==> src/rtl/fifo_uart_tx_if.sv <==
// Byte-FIFO read side plus UART serial outputs for fifo_uart_tx.
// The transmitter plugs in through the slave modport; the environment uses master.
interface fifo_uart_tx_if;
    logic       tx_en;
    logic       fifo_empty;
    logic [7:0] fifo_data;
    logic       fifo_rd_en;
    logic       tx;
    logic       busy;
    logic [7:0] tx_count;

    modport master (
        output tx_en,
        output fifo_empty,
        output fifo_data,
        input  fifo_rd_en,
        input  tx,
        input  busy,
        input  tx_count
    );

    modport slave (
        input  tx_en,
        input  fifo_empty,
        input  fifo_data,
        output fifo_rd_en,
        output tx,
        output busy,
        output tx_count
    );
endinterface

==> src/rtl/fifo_uart_tx.sv <==
// 8N1 UART transmitter that pops bytes from an upstream registered-read FIFO.
// Every output comes straight from a flop, computed from the next-state values.
module fifo_uart_tx #(
    parameter int unsigned CLKS_PER_BIT = 16
) (
    input  logic          clk,
    input  logic          rst,
    fifo_uart_tx_if.slave bus
);
    localparam int unsigned BAUD_W = 16;
    localparam int unsigned IDX_W  = 3;
    localparam int unsigned DATA_W = 8;
    localparam int unsigned CNT_W  = 8;

    localparam logic [2:0] S_IDLE  = 3'd0;
    localparam logic [2:0] S_POP   = 3'd1;
    localparam logic [2:0] S_LOAD  = 3'd2;
    localparam logic [2:0] S_START = 3'd3;
    localparam logic [2:0] S_DATA  = 3'd4;
    localparam logic [2:0] S_STOP  = 3'd5;

    localparam logic [BAUD_W-1:0] BAUD_LAST = BAUD_W'(CLKS_PER_BIT - 1);
    localparam logic [IDX_W-1:0]  IDX_LAST  = IDX_W'(DATA_W - 1);

    logic [2:0]        state_q,  state_d;
    logic [BAUD_W-1:0] baud_q,   baud_d;
    logic [IDX_W-1:0]  bit_idx_q, bit_idx_d;
    logic [DATA_W-1:0] shift_q,  shift_d;
    logic              tx_q,     tx_d;
    logic              rd_en_q,  rd_en_d;
    logic              busy_q,   busy_d;
    logic [CNT_W-1:0]  count_q,  count_d;
    logic              bit_done_c;

    assign bit_done_c = (baud_q == BAUD_LAST);

    // Next-state logic; the baud counter restarts at zero on every bit boundary.
    always_comb begin
        state_d   = state_q;
        baud_d    = baud_q + BAUD_W'(1);
        bit_idx_d = bit_idx_q;
        shift_d   = shift_q;
        count_d   = count_q;

        case (state_q)
            S_IDLE: begin
                baud_d = '0;
                if (bus.tx_en && !bus.fifo_empty) begin
                    state_d = S_POP;
                end
            end
            S_POP: begin
                baud_d  = '0;
                state_d = S_LOAD;
            end
            S_LOAD: begin
                baud_d  = '0;
                shift_d = bus.fifo_data;
                state_d = S_START;
            end
            S_START: begin
                if (bit_done_c) begin
                    baud_d    = '0;
                    bit_idx_d = '0;
                    state_d   = S_DATA;
                end
            end
            S_DATA: begin
                if (bit_done_c) begin
                    baud_d = '0;
                    if (bit_idx_q == IDX_LAST) begin
                        state_d = S_STOP;
                    end else begin
                        bit_idx_d = bit_idx_q + IDX_W'(1);
                        shift_d   = {1'b0, shift_q[DATA_W-1:1]};
                    end
                end
            end
            S_STOP: begin
                if (bit_done_c) begin
                    baud_d  = '0;
                    count_d = count_q + CNT_W'(1);
                    state_d = S_IDLE;
                end
            end
            default: begin
                baud_d  = '0;
                state_d = S_IDLE;
            end
        endcase

        // Line level for the coming cycle: LSB of the shifter carries the current data bit.
        case (state_d)
            S_START: tx_d = 1'b0;
            S_DATA:  tx_d = shift_d[0];
            default: tx_d = 1'b1;
        endcase

        rd_en_d = (state_d == S_POP);
        busy_d  = (state_d != S_IDLE);
    end

    always_ff @(posedge clk) begin
        if (rst) begin
            state_q   <= S_IDLE;
            baud_q    <= '0;
            bit_idx_q <= '0;
            shift_q   <= '0;
            tx_q      <= 1'b1;
            rd_en_q   <= 1'b0;
            busy_q    <= 1'b0;
            count_q   <= '0;
        end else begin
            state_q   <= state_d;
            baud_q    <= baud_d;
            bit_idx_q <= bit_idx_d;
            shift_q   <= shift_d;
            tx_q      <= tx_d;
            rd_en_q   <= rd_en_d;
            busy_q    <= busy_d;
            count_q   <= count_d;
        end
    end

    assign bus.tx         = tx_q;
    assign bus.fifo_rd_en = rd_en_q;
    assign bus.busy       = busy_q;
    assign bus.tx_count   = count_q;

endmodule

==> src/flat_wrapper.sv <==
// flat-port wrapper written by rule: the top's interface ports become plain ports
module fifo_uart_tx_flat 
#(
    parameter int unsigned CLKS_PER_BIT = 16
)
  (clk, rst, bus_tx_en, bus_fifo_empty, bus_fifo_data, bus_fifo_rd_en, bus_tx, bus_busy, bus_tx_count);
  fifo_uart_tx_if bus_i ();
  input  logic clk;
  input  logic rst;
  input wire logic [$bits(bus_i.tx_en)-1:0] bus_tx_en;
  input wire logic [$bits(bus_i.fifo_empty)-1:0] bus_fifo_empty;
  input wire logic [$bits(bus_i.fifo_data)-1:0] bus_fifo_data;
  output wire logic [$bits(bus_i.fifo_rd_en)-1:0] bus_fifo_rd_en;
  output wire logic [$bits(bus_i.tx)-1:0] bus_tx;
  output wire logic [$bits(bus_i.busy)-1:0] bus_busy;
  output wire logic [$bits(bus_i.tx_count)-1:0] bus_tx_count;
  assign bus_i.tx_en = bus_tx_en;
  assign bus_i.fifo_empty = bus_fifo_empty;
  assign bus_i.fifo_data = bus_fifo_data;
  assign bus_fifo_rd_en = bus_i.fifo_rd_en;
  assign bus_tx = bus_i.tx;
  assign bus_busy = bus_i.busy;
  assign bus_tx_count = bus_i.tx_count;
  fifo_uart_tx #(.CLKS_PER_BIT(CLKS_PER_BIT)) u_core (.clk(clk), .rst(rst), .bus(bus_i));
endmodule
==> config.mk <==
export PLATFORM = sky130hd
export DESIGN_NAME = fifo_uart_tx_flat
export DESIGN_NICKNAME = d
export VERILOG_FILES = /design/src/rtl/fifo_uart_tx_if.sv /design/src/rtl/fifo_uart_tx.sv /design/src/flat_wrapper.sv
export SDC_FILE = /design/constraint.sdc
export NUM_CORES = 1
export LEC_CHECK = 0
export BUFFER_PORTS_ARGS = -buffer_cell sky130_fd_sc_hd__buf_2
export CORE_MARGIN = 2
export CORE_UTILIZATION = 55
export CTS_CLUSTER_DIAMETER = 200
export DETAILED_ROUTE_END_ITERATION = 10
export PLACE_DENSITY = 0.76
export SLEW_MARGIN = 20
export SYNTH_ARGS = -nofsm -noshare
export SYNTH_HDL_FRONTEND = slang
export SYNTH_SLANG_ARGS = --single-unit
==> constraint.sdc <==
create_clock -name clk -period 3.6 [get_ports clk]
set_clock_uncertainty 0.15 [all_clocks]
set_input_delay 0.18 -clock clk [delete_from_list [all_inputs] [get_ports clk]]
set_output_delay 0.18 -clock clk [all_outputs]
set_load 0.05 [all_outputs]
* Word level (Yosys, flattened, before mapping)
Index checks and enable logic that the tools add are counted.
Storage, ports and cells: output and inout port bits 11, flip-flop bits (word level) 41, word-level logic and storage cells 51, input port bits 12
Operators by class: multiplexer cells 14, reductions and logical operators 11, bitwise gates (word level) 1, add/subtract/negate cells 3, eq/ne operators 13
Operators by type and width (number):
- 2-to-1 mux 3 bit | 8
- one-hot mux 3 bit (6 select lines) | 1
- adder 16 x 1 -> 16 bit (second input constant) | 1
- == test 16 x 4 -> 1 bit (second input constant) | 1
- 2-to-1 mux 8 bit | 2
- one-hot mux 8 bit (2 select lines) | 1
- == test 3 bit (second input constant) | 4
- == test 3 x 2 -> 1 bit (second input constant) | 3
- adder 8 x 1 -> 8 bit (second input constant) | 1
- == test 3 x 1 -> 1 bit (second input constant) | 2
- one-hot mux 3 bit (2 select lines) | 1
- OR reduction 3 bit | 2
- != test 2 x 1 -> 1 bit (second input constant) | 2
- AND reduction 4 bit | 1
- nonzero test 2 bit | 2
- adder 3 x 1 -> 3 bit (second input constant) | 1
- logical NOT 3 bit | 1
- AND reduction 3 bit | 1
- nonzero test 3 bit | 1
- != test 2 bit (second input constant) | 1
- one-hot mux 1 bit (2 select lines) | 1
- AND reduction 2 bit | 1
- logical AND 1 bit | 1
- logical NOT 1 bit | 1
- inverter 1 bit | 1

* Depth between registers and ports, before layout
word-level depth 6, depth in mapped cells 8, depth with buffers taken out 7

* Worst setup path after synthesis
No wires, ideal clock.
kind register to register, start register u_core.baud_q[8], end register u_core.busy_q, in the netlist u_core.bus.busy, arrival time 2.126 ns, required time 3.323 ns, setup time 0.127 ns, cell stages (with the launch flop) 7, clock period less this slack 2.403 ns, path slack 1.197 ns, cells stage by stage dfxtp_1 -> or4_4 -> nor4b_4 -> mux2_2 -> a21oi_2 -> nor2_2 -> or3_1
Between the ends: cells in the longest elaborated chain, start to end 4, elaborated cells between the ends (all ways) 6, those cells by class 1 x eq/ne; 4 x mux; 1 x reduce/logical
Ends and longest elaborated chain:
- start, declared | RTL line fifo_uart_tx.sv:26 | logic [BAUD_W-1:0] baud_q, baud_d;
- start signal, assigned | RTL line fifo_uart_tx.sv:115 | baud_q <= baud_d;
- == test 16 x 4 -> 1 bit * | RTL line fifo_uart_tx.sv:35 | assign bit_done_c = (baud_q == BAUD_LAST);
- 2-to-1 mux 3 bit, on equally long branches | RTL line fifo_uart_tx.sv:80, fifo_uart_tx.sv:69, fifo_uart_tx.sv:62
- one-hot mux 3 bit (6 select lines) * | RTL line fifo_uart_tx.sv:45 | case (state_q)
- nonzero test 3 bit * | RTL line fifo_uart_tx.sv:100 | busy_d = (state_d != S_IDLE);
- end signal, assigned | RTL line fifo_uart_tx.sv:120 | busy_q <= busy_d;
- end, declared | RTL line fifo_uart_tx.sv:31 | logic busy_q, busy_d;
Every way passes the cells marked *; elsewhere a longest branch is shown, timed or not. A chain may end at the register's enable or synchronous reset.

* Worst setup path in the final report
start register u_core.baud_q[8], end register u_core.tx_q, in the netlist u_core.bus.tx
Between the ends: cells in the longest elaborated chain, start to end 5, elaborated cells between the ends (all ways) 10, those cells by class 3 x eq/ne; 7 x mux
Ends and longest elaborated chain:
- == test 16 x 4 -> 1 bit * | RTL line fifo_uart_tx.sv:35
- 2-to-1 mux 3 bit, on equally long branches | RTL line fifo_uart_tx.sv:80, fifo_uart_tx.sv:69, fifo_uart_tx.sv:62
- one-hot mux 3 bit (6 select lines) | RTL line fifo_uart_tx.sv:45
- == test 3 bit or == test 3 x 2 -> 1 bit (tied branches) | RTL line fifo_uart_tx.sv:93 | case (state_d)
- one-hot mux 1 bit (2 select lines) * | RTL line fifo_uart_tx.sv:93
- end signal, assigned | RTL line fifo_uart_tx.sv:118 | tx_q <= tx_d;
- end, declared | RTL line fifo_uart_tx.sv:29 | logic tx_q, tx_d;
Every way passes the cells marked *; elsewhere a longest branch is shown, timed or not. The select of a mux whose other input is x is not followed.

==> summary.txt <==
Route
  – DR vias/cell: 5.16
  – Antenna Nets Post-Route: 0
  – WL per Instance: 11.4 µm
  – DRC viols: 0
  – DR pass1 iterations: 4
  – Total wire length: 3070 µm
  – 1st-iter DRT viols: 62
  – Routed via count: 1389

Timing
  – RSZ-0062 raised after global routing: no
  – # setup viols final: 0
  – Period utilization: 72.9%
  – Max Transition Viols Final: 0
  – Worst hold margin: 0.0447 ns
  – Measured slew at the worst slew-check pin: 0.574 ns
  – Max Freq: 381 MHz
  – Hold Violations, Final: 0
  – Crit path setup slack, layout: 0.975 ns
  – Fin crit period: 2.63 ns
  – Slew HR: 61.6%
  – Setup TNS Final: 0 ns

Place
  – Post-DP HPWL: 2210 µm
  – Placed cell area: 0.00190 mm²
  – # placed instances: 254
  – Port Buf Inserts: 22
  – GP Congestion: 0.816
  – Worst slack at placement: 0.990 ns

GRT
  – GRT Total Usage: 19.7%
  – First-pass GRT wire length: 5420 µm
  – Initial antenna violation count: 0
  – GR Overflow Total: 0
  – Vias in the first global route: 1319
  – Largest net degree at the start of global routing: 25

Run
  – Max-cap viol count: 0

Setup path
  – FF-to-FF End: u_core.bus.tx
  – R2r worst-path depth: 6
  – CP Class: reg2reg
  – Critical Path RT: 3.68 ns
  – Crit-path max FO: 13
  – Crit. End Element: flop
  – Critical Path Source Type: flop
  – Reg2reg setup slack: 0.97 ns
  – Crit Reg-Reg Startpoint: u_core.baud_q[8]
  – Arrival @ worst endpoint: 2.70 ns

Cells and area
  – Area growth syn-to-layout: 14.2%
  – Share of cells above drive strength 1: 16.4%
  – Final nets: 240
  – Final non-filler cell total: 269
  – Finished Core Util: 66.1%
  – Fillers: 273
  – Final Cell Area: 0.00202 mm²
  – Antenna Cells: 0

Clocking
  – CTS buffer count: 5
  – Clock-pin transition on the worst setup and hold timing paths: 0.11 ns
  – Post-CTS Setup Inserts: 0
  – # clock sinks: 41
  – Post-CTS Hold Fix Bufs: 7
  – Clk root buf: clkbuf_4
  – Worst-Skew Late Latency: 0.34 ns
  – Htree depth: 2
  – Post_cts resized: 0
  – TritonCTS clock tree: done
  – Max Root-Sink Buffers: 2

Status
  – Status: finished clean

Yosys
  – Predominant post-synthesis flop cell: dfxtp_1
  – Synth Warn #: 0
  – Asr flop ratio synth: 0%
  – Seq/Total Area, Yosys: 46.5%
  – Post-synth top area share: 46.5%
  – Main area contributors after synthesis: dfxtp_1 (46%), nor2_1 (6.8%), xor2_1 (5.5%)
  – EDFF count, synth: 0
  – Area leader, netlist: dfxtp_1
  – Syn Inst Count: 195
  – Syn_area_per_cell: 9.06 µm²
  – Yosys reg bits: 41
  – Yosys cell types: 33
  – Synth Cell Area: 0.00177 mm²
  – Syn nets: 211

Die
  – Die Wd: 60.7 µm
  – Die Height: 60.7 µm
  – Core Area: 0.00305 mm²
  – Die Area: 0.00368 mm²
  – Num ports: 23
  – Row count: 20
  – Initial Util: 57.9%

Hold path
  – WHS Endpoint: u_core.shift_q[0]
  – Min-delay src: bus_fifo_data[0]
  – Hold WC Path Type: in2reg
  – Hold depth: 4

Pwr
  – Overall power: 0.756 mW
  – PwrDens: 375 mW/mm²
  – Worst vdd ir: 253 µV
  – Leakage power total: 0.793 nW
[cell type report]
| type | count | area, µm² | share of cell area (%) |
|---|---|---|---|
| Multi-Input combinational cell | 142 | 895 | 44.3 |
| Sequential cell | 41 | 821 | 40.7 |
| Timing Repair Buffer | 29 | 180 | 8.93 |
| Tap cell | 44 | 55.1 | 2.73 |
| Clock buffer | 8 | 48.8 | 2.42 |
| Inverter | 5 | 18.8 | 0.930 |
[cells by family (layout without fill, tap and decap cells)]
family	count (synthesis)	after routing	share of synthesized area [%]
buffers and inverters	12	42	2.90
AND/OR/NAND/NOR	86	86	26.2
XOR/XNOR	19	19	9.42
AO/OA/AOI/OAI	30	30	10.4
multiplexers	3	3	1.77
flip-flops	41	41	46.5
adder cells (fa/ha/maj)	4	4	2.83
[cell usage after synthesis, types with 2 or more instances]
library cell  count
a22oi_1           8
mux2i_1           2
xor2_1           11
xnor2_1           8
a31oi_1           2
dfxtp_1          41
nor2_1           32
nand2_1          17
and2_1            2
clkbuf_1          4
a21oi_1          14
buf_2             2
nand3_1           5
inv_1             5
nor3_1            2
and3_1            8
or4_4             3
nand4_1           3
ha_1              4
nor2b_1           3
or3_1             5
o21ai_0           3
[where the power goes]
group	switching, mW	internal (mW)
logic	0.0449	0.0278
clock network	0.131	0.0779
registers	0.00821	0.466
[placed cells by master, fill, tap and decap left out, types with 3 or more instances in the layout]
cell type,count
nor2_1,32
and3_1,8
buf_2,22
ha_1,4
xnor2_1,8
nand2_1,17
xor2_1,11
or4_4,3
nand3_1,5
a21oi_1,14
nand4_1,3
dfxtp_1,41
nor2b_1,3
a22oi_1,8
clkbuf_1,3
or3_1,5
clkbuf_4,5
dlygate4sd3_1,7
inv_1,5
o21ai_0,3
[registers in the layout (all words and copies together), names as in the netlist]
register and count:
u_core.bus.busy 1, u_core.bus.tx 1, u_core.bit_idx_q 3, u_core.baud_q 16, u_core.bus.fifo_rd_en 1, u_core.shift_q 8
u_core.bus.tx_count 8, u_core.state_q 3
[worst max path at each step]
stage / to / slack (ns) / from / depth (start not counted)
final: u_core.bus.tx / 0.97 / u_core.baud_q[8] / 6
after global placement: u_core.bus.tx / 1.07 / u_core.baud_q[8] / 6
after floorplan: u_core.bus.busy / 1.20 / u_core.baud_q[8] / 6
after detailed placement: u_core.bus.tx / 0.99 / u_core.baud_q[4] / 6
after global routing: u_core.bus.tx / 0.80 / u_core.baud_q[4] / 6
after CTS: u_core.bus.tx / 0.98 / u_core.baud_q[8] / 6
[worst max-delay path, stage by stage, from the launching register on]
cell and delay (ns):
dfxtp_1 0.34, or4_4 0.58, nor4b_4 0.39, and3_1 0.47, nor2_1 0.21, a21oi_1 0.26, a31oi_1 0.11
[per-layer routing]
| layer | vias up | track usage (%) | share of wire [%] |
|---|---|---|---|
| met5 | - | 0 | 0 |
| met4 | 0 | 9.01 | 1.9 |
| met3 | 8 | 5.33 | 3.3 |
| met2 | 23 | 33.9 | 49 |
| met1 | 633 | 22.8 | 46 |
| li1 | 725 | - | - |
No activity file was read; power rests on OpenSTA's default activity.
